**src/rtl/seq_shift_add_mult_pkg.sv**
```systemverilog
// Shared definitions for the sequential shift-add multiplier.
//   mult_state_t    : controller states (IDLE, RUN, DONE)
//   DEF_MULT_WIDTH  : default operand width
package seq_mult_pkg;

  localparam int DEF_MULT_WIDTH = 16;

  typedef enum logic [1:0] {
    IDLE = 2'd0,
    RUN  = 2'd1,
    DONE = 2'd2
  } mult_state_t;

endpackage

```
**src/rtl/seq_shift_add_mult_shift_add_step.sv**
```systemverilog
// One iteration of the shift-add multiply, purely combinational.
// Ports:
//   acc_i        : running partial product (2*WIDTH)
//   mcand_sh_i   : multiplicand shifted to the current bit weight (2*WIDTH)
//   mplier_sh_i  : remaining multiplier bits, LSB is the bit consumed now (WIDTH)
//   acc_o        : acc_i plus mcand_sh_i when the multiplier LSB is set
//   mcand_sh_o   : multiplicand advanced to the next bit weight
//   mplier_sh_o  : multiplier with the consumed bit dropped
module shift_add_step #(
  parameter int WIDTH = 16
) (
  input  logic [2*WIDTH-1:0] acc_i,
  input  logic [2*WIDTH-1:0] mcand_sh_i,
  input  logic [WIDTH-1:0]   mplier_sh_i,
  output logic [2*WIDTH-1:0] acc_o,
  output logic [2*WIDTH-1:0] mcand_sh_o,
  output logic [WIDTH-1:0]   mplier_sh_o
);

  // Wrap-around add: with WIDTH-bit unsigned operands the sum never exceeds 2*WIDTH bits.
  assign acc_o       = mplier_sh_i[0] ? (acc_i + mcand_sh_i) : acc_i;
  assign mcand_sh_o  = {mcand_sh_i[2*WIDTH-2:0], 1'b0};
  assign mplier_sh_o = {1'b0, mplier_sh_i[WIDTH-1:1]};

endmodule

```
**src/rtl/seq_shift_add_mult.sv**
```systemverilog
// Sequential shift-add multiplier: one multiplier bit per clock, WIDTH RUN
// cycles per product, valid/ready handshakes on both sides.
// Optional feature: define SEQ_MULT_SIGNED_EN for two's-complement operands
// (magnitudes are multiplied and the sign is applied on completion).
//
// Handshake: a transfer happens on a rising edge where valid and ready are
// both high. in_ready is high only in IDLE; out_valid is high only in DONE,
// and product stays stable until the consumer takes it with out_ready.
//
// Ports:
//   clk, rst      : clock, asynchronous active-high reset
//   in_valid      : operand pair valid       in_ready  : accepting (IDLE)
//   multiplier    : operand A                multiplicand : operand B
//   out_valid     : product valid (DONE)     out_ready : consumer accepts
//   product       : 2*WIDTH result, holds its value until the next completion
//   busy          : RUN or DONE
//   dbg_state     : current controller state (mult_state_t encoding)
module seq_shift_add_mult
  import seq_mult_pkg::*;
#(
  parameter int WIDTH = DEF_MULT_WIDTH
) (
  input  logic                 clk,
  input  logic                 rst,
  input  logic                 in_valid,
  output logic                 in_ready,
  input  logic [WIDTH-1:0]     multiplier,
  input  logic [WIDTH-1:0]     multiplicand,
  output logic                 out_valid,
  input  logic                 out_ready,
  output logic [2*WIDTH-1:0]   product,
  output logic                 busy,
  output logic [1:0]           dbg_state
);

  localparam int CNT_W = $clog2(WIDTH + 1);
  localparam int PW    = 2 * WIDTH;

  mult_state_t       state_q, state_d;
  logic [PW-1:0]     acc_q, acc_d;
  logic [PW-1:0]     mcand_q, mcand_d;
  logic [WIDTH-1:0]  mplier_q, mplier_d;
  logic [CNT_W-1:0]  cnt_q, cnt_d;
  logic [PW-1:0]     product_q, product_d;

  logic [PW-1:0]     step_acc;
  logic [PW-1:0]     step_mcand;
  logic [WIDTH-1:0]  step_mplier;

  logic [WIDTH-1:0]  mag_a;
  logic [WIDTH-1:0]  mag_b;
  logic [PW-1:0]     result;

  shift_add_step #(.WIDTH(WIDTH)) u_step (
    .acc_i       (acc_q),
    .mcand_sh_i  (mcand_q),
    .mplier_sh_i (mplier_q),
    .acc_o       (step_acc),
    .mcand_sh_o  (step_mcand),
    .mplier_sh_o (step_mplier)
  );

`ifdef SEQ_MULT_SIGNED_EN
  logic neg_q, neg_d;

  // The most-negative value negates to itself, which read unsigned is 2^(WIDTH-1).
  assign mag_a  = multiplier[WIDTH-1]   ? (~multiplier + WIDTH'(1))   : multiplier;
  assign mag_b  = multiplicand[WIDTH-1] ? (~multiplicand + WIDTH'(1)) : multiplicand;
  assign result = neg_q ? (~step_acc + PW'(1)) : step_acc;

  always_ff @(posedge clk or posedge rst) begin
    if (rst) neg_q <= 1'b0;
    else     neg_q <= neg_d;
  end

  always_comb begin
    neg_d = neg_q;
    if (state_q == IDLE && in_valid)
      neg_d = multiplier[WIDTH-1] ^ multiplicand[WIDTH-1];
  end
`else
  assign mag_a  = multiplier;
  assign mag_b  = multiplicand;
  assign result = step_acc;
`endif

  always_ff @(posedge clk or posedge rst) begin
    if (rst) begin
      state_q   <= IDLE;
      acc_q     <= '0;
      mcand_q   <= '0;
      mplier_q  <= '0;
      cnt_q     <= '0;
      product_q <= '0;
    end else begin
      state_q   <= state_d;
      acc_q     <= acc_d;
      mcand_q   <= mcand_d;
      mplier_q  <= mplier_d;
      cnt_q     <= cnt_d;
      product_q <= product_d;
    end
  end

  always_comb begin
    state_d   = state_q;
    acc_d     = acc_q;
    mcand_d   = mcand_q;
    mplier_d  = mplier_q;
    cnt_d     = cnt_q;
    product_d = product_q;
    case (state_q)
      IDLE: begin
        if (in_valid) begin
          mcand_d  = {{WIDTH{1'b0}}, mag_b};
          mplier_d = mag_a;
          acc_d    = '0;
          cnt_d    = '0;
          state_d  = RUN;
        end
      end
      RUN: begin
        acc_d    = step_acc;
        mcand_d  = step_mcand;
        mplier_d = step_mplier;
        cnt_d    = cnt_q + CNT_W'(1);
        // Last iteration: publish the sum that includes this cycle's step.
        if (cnt_q == CNT_W'(WIDTH - 1)) begin
          product_d = result;
          state_d   = DONE;
        end
      end
      DONE: begin
        if (out_ready) state_d = IDLE;
      end
      default: state_d = IDLE;
    endcase
  end

  assign in_ready  = (state_q == IDLE);
  assign out_valid = (state_q == DONE);
  assign busy      = (state_q != IDLE);
  assign product   = product_q;
  assign dbg_state = state_q;

endmodule

```
**config.mk**
```make
export PLATFORM = sky130hd
export DESIGN_NAME = seq_shift_add_mult
export DESIGN_NICKNAME = d
export VERILOG_FILES = /design/src/rtl/seq_shift_add_mult_pkg.sv /design/src/rtl/seq_shift_add_mult_shift_add_step.sv /design/src/rtl/seq_shift_add_mult.sv
export SDC_FILE = /design/constraint.sdc
export NUM_CORES = 1
export LEC_CHECK = 0
export ABC_AREA = 1
export CAP_MARGIN = 0
export CORE_UTILIZATION = 50
export CTS_CLUSTER_SIZE = 20
export DETAILED_ROUTE_END_ITERATION = 8
export DONT_BUFFER_PORTS = 1
export HOLD_SLACK_MARGIN = 0.06
export PLACE_DENSITY_LB_ADDON = 0.2
export SYNTH_ARGS = -nofsm -noshare
export SYNTH_HDL_FRONTEND = slang
export SYNTH_SLANG_ARGS = --single-unit
```
**constraint.sdc**
```tcl
create_clock -name clk -period 6.9 [get_ports clk]
set_input_delay 2.07 -clock clk [delete_from_list [all_inputs] [get_ports clk]]
set_output_delay 2.07 -clock clk [all_outputs]
set_load 0.03 [all_outputs]
```
Word level (Yosys, flattened, before mapping)
Index checks and enable logic that the tools add are counted.

word-level totals
  bits in registers = 119
  output and inout bits = 37
  logic and storage cells = 33

operators by class
  add/sub/neg operators = 2
  equal/unequal tests = 6
  mux-type cells = 13
  reduce and logical (&&, ||, !) cells = 6

operator list
  kind                                                   number
  one-hot mux 32 bit (2 select lines)                    2
  two-way mux 32 bit                                     3
  adder 32 bit                                           1
  one-hot mux 16 bit (2 select lines)                    1
  two-way mux 16 bit                                     1
  one-hot mux 5 bit (2 select lines)                     1
  two-way mux 2 bit                                      3
  one-hot mux 2 bit (3 select lines)                     1
  adder 5 x 1 -> 5 bit, second input constant            1
  equality test 5 x 4 -> 1 bit, second input constant    1
  two-way mux 5 bit                                      1
  inequality test 2 bit, second input constant           2
  AND reduction 2 bit                                    2
  nonzero test 2 bit                                     2
  AND reduction 3 bit                                    1
  equality test 2 x 1 -> 1 bit, second input constant    1
  equality test 2 bit, second input constant             1
  zero test 2 bit                                        1
  inequality test 2 x 1 -> 1 bit, second input constant  1

Logic depth before layout (Yosys ltp)
  word-level depth = 3
  gate-level depth with buffers = 13

Cells and area by module
A second synthesis with hierarchy kept.

unflattened totals
  cells, all modules = 1,153
  area total of the unflattened synthesis = 8,018.9 sq um

modules (own cells, without submodules)
  module              times used  cells each  area an instance (sq um)  sequential area each (sq um)
  seq_shift_add_mult  1           532         4,906.0                   2,977.9
  shift_add_step      1           621         3,113.0                   0.0

Least setup slack after synthesis
No wires, ideal clock.

  path kind = register to output
  start = register state_q[1] (netlist: dbg_state[1])
  end = output port busy
  arrival time = 1.382 ns
  data required time = 4.830 ns
  path slack = 3.448 ns
  cell stages (with the launch flop) = 3
  path through = dfrtp_1 -> nor2_1 -> inv_1

between the ends
  word-level cells in the longest chain between the ends = 1

ends and longest elaborated chain
  item                      line                       text
  start: declaration        seq_shift_add_mult.sv:39   mult_state_t state_q, state_d;
  start signal: assignment  seq_shift_add_mult.sv:96   state_q <= state_d;
  nonzero test 2 bit        seq_shift_add_mult.sv:142  assign busy = (state_q != IDLE);
  end: declaration          seq_shift_add_mult.sv:32   output logic busy,

No other way between the ends.

Worst setup path after layout
Same ends and word-level chain as after synthesis.

==> metrics.yaml <==
cts-root-buf: "clkbuf_16"
row_count: 44
clk_path_buf_depth: 2
status: "finished clean"
via_per_inst: 5.18
yosys_register_bits: 119
p_leak_uw: 0.00449
gp_congestion: 0.930
finalMaxSlewViolations: 0
cap_viol_max_count: 0
grt_use_total_pct: 25.5
dp_slack_ns: 2.89
rsz0062_at_grt: "false"
synth-seq-area-share_pct: 40.1
core_area_mm2: 0.0145
diodes: 0
final.period_utilization_pct: 57.4
holdCritPathClass: "flip-flop to flip-flop"
final.setup.tns_ns: 0
cp.arrival_ns: 1.89
fin_skew_ns: 0.00946
slew_headroom_pct: 40.0
grt_pass1_wl_um: 29600
fin_area_mm2: 0.00808
syn_nets: 1125
worst_setup_path_start_kind: "flip-flop"
grt_pass1_vias: 6034
post_cts_buffers: 0
synthesis.area_mm2: 0.00742
die_area_mm2: 0.0153
synth_top_area_share_pct: 40.1
ant_nets: 0
area_growth_pct: 8.90
cts_resized: 0
drt_iter0_markers: 341
cts_hold_buf: 0
cts_made_buffers: 17
synth_cell_types: 34
port_buffers: 0
drc_errors: 0
setup_viol: 0
p_per_area_mw_per_mm2: 594
ioPinCount: 73
clock-sinks: 119
placed_cell_area_mm2: 0.00754
fin_crit_ns: 3.96
htree_levels: 4
multiInputGateArea_mm2: 0.00368
dp_hpwl_um: 12300
worstPathRequired_ns: 4.83
cts.clk_slew.worst_paths_ns: 0.06
max_slew.worst_pin.slew_ns: 0.899
antenna_found_initial: 0
yosys.area.top_type: "dfrtp_1"
grt.overflow.total: 0
finalWorstSetupSlack_ns: 2.94
max_clock_freq_mhz: 252
vdd_ir_drop_max_mv: 0.456
num_vias: 6442
avgSynthCellArea_um2: 7.04
p_total_uw: 4800
critPathMaxFanout: 4
die_x_um: 124
post-route-util_pct: 55.6
wl_um: 17700
drt_pass1_iterations: 7
end_kind: "primary output"
wl_per_cell_um: 14.3
seq_area_mm2: 0.00298
clk_latency_ns: 0.43
initial_core_util_pct: 51.1
layout-drive-gt1-share_pct: 8.12
hold_viol_final: 0
final_nets: 1116
crit_type: "flip-flop to primary output"
die_y_um: 124
yosys_warnings: 0
cts_tree: "yes"
grt_max_degree: 68
synth.top_cells.by_area: "dfrtp_1 40%, nand2_1 20%, inv_1 7.9%"
netlist_instances: 1055
fillers: 1409
==> flip-flops by register name, indices dropped and copies added, names as in the netlist <==
register	cells
cnt_q	5
dbg_state	2
product	32
acc_q	32
mplier_q	16
mcand_q	32
==> kinds of logic after synthesis <==
kind of cell	count (synthesis)	synth area share, %
AND/OR/NAND/NOR	590	33.8
buffers and inverters	196	10.2
flip-flops	119	40.1
AO/OA/AOI/OAI	100	8.13
adder cells (fa/ha/maj)	34	5.83
XOR/XNOR	16	1.89
==> critical path, stage by stage, from the launching register on <==
cell	delay [ns]
dfrtp_1	0.54
nor2_1	0.60
inv_1	0.32
==> Yosys cell counts <==
cell	n
a21o_1	1
a21oi_1	21
a22o_1	1
a22oi_1	8
a32o_1	2
buf_2	16
buf_4	1
clkbuf_1	14
clkbuf_2	1
dfrtp_1	119
fa_1	1
ha_1	33
inv_1	157
inv_2	7
nand2_1	404
nand2_2	11
nand2_4	1
nand3_1	98
nand3_2	11
nand4_1	3
nor2_1	39
nor2_2	2
nor2_4	1
nor3_1	3
o211ai_1	9
o21ai_0	21
o21ai_1	8
o21bai_1	3
o221ai_1	1
o22ai_1	24
o31ai_1	1
or2_2	17
xnor2_1	8
xor2_1	8
==> power by group <==
part           internal, uW  total [uW]  switching [uW]
clock network           470         813             343
registers              1020        1400             378
logic                   907        2590            1680
total                  2400        4800            2400
==> placed cells by master (no fill, tap or decap), types with 4 or more instances in the layout <==
cell type / count
nand2_1: 404
inv_1: 156
dfrtp_1: 119
nand3_1: 98
nor2_1: 39
ha_1: 33
o22ai_1: 24
a21oi_1: 21
o21ai_0: 21
or2_2: 17
clkbuf_16: 17
nand2_2: 11
nand3_2: 11
o211ai_1: 9
xor2_1: 8
a22oi_1: 8
o21ai_1: 8
xnor2_1: 8
inv_2: 7
clkinvlp_4: 5
buf_4: 4
==> final timing paths <==
| path | start | endpoint | slack [ns] | cells past startpoint |
|---|---|---|---|---|
| worst max-delay path | dbg_state[1] | busy | 2.94 | 2 |
| worst min-delay path | mplier_q[5] | mplier_q[5] | 0.48 | 2 |
| worst max register to register | dbg_state[0] | mcand_q[2] | 3.70 | 7 |
| worst min register to register | mplier_q[5] | mplier_q[5] | 0.48 | 2 |
| max in group asynchronous | rst | acc_q[3] | 4.02 | 2 |
| min in group asynchronous | rst | product[28] | 1.60 | 1 |
==> stage by stage <==
stage,cells,hold slack [ns]
floorplan,1055,0.449
global placement,1211,0.462
detailed placement,1211,0.469
CTS,1243,0.485
global route,1243,0.516
finish,1243,0.485
==> area by class of cell <==
class / count / share of cell area (%)
Inverter: 164 / 7.65
Tap cell: 184 / 2.85
Sequential cell: 119 / 36.8
Clock buffer: 19 / 5.48
Timing Repair Buffer: 4 / 0.372
Clock inverter: 13 / 1.24
Multi-Input combinational cell: 740 / 45.6
==> routing by layer <==
metal / wire length (um) / vias up / global-route usage (%)
met3: 1080 / 26 / 5.68
met4: 314 / 0 / 8.89
met1: 8850 / 2926 / 36.2
met5: 0 / - / 0
li1: - / 3315 / -
met2: 7470 / 175 / 38.1
Note: power is estimated with default switching activity, not from simulation.
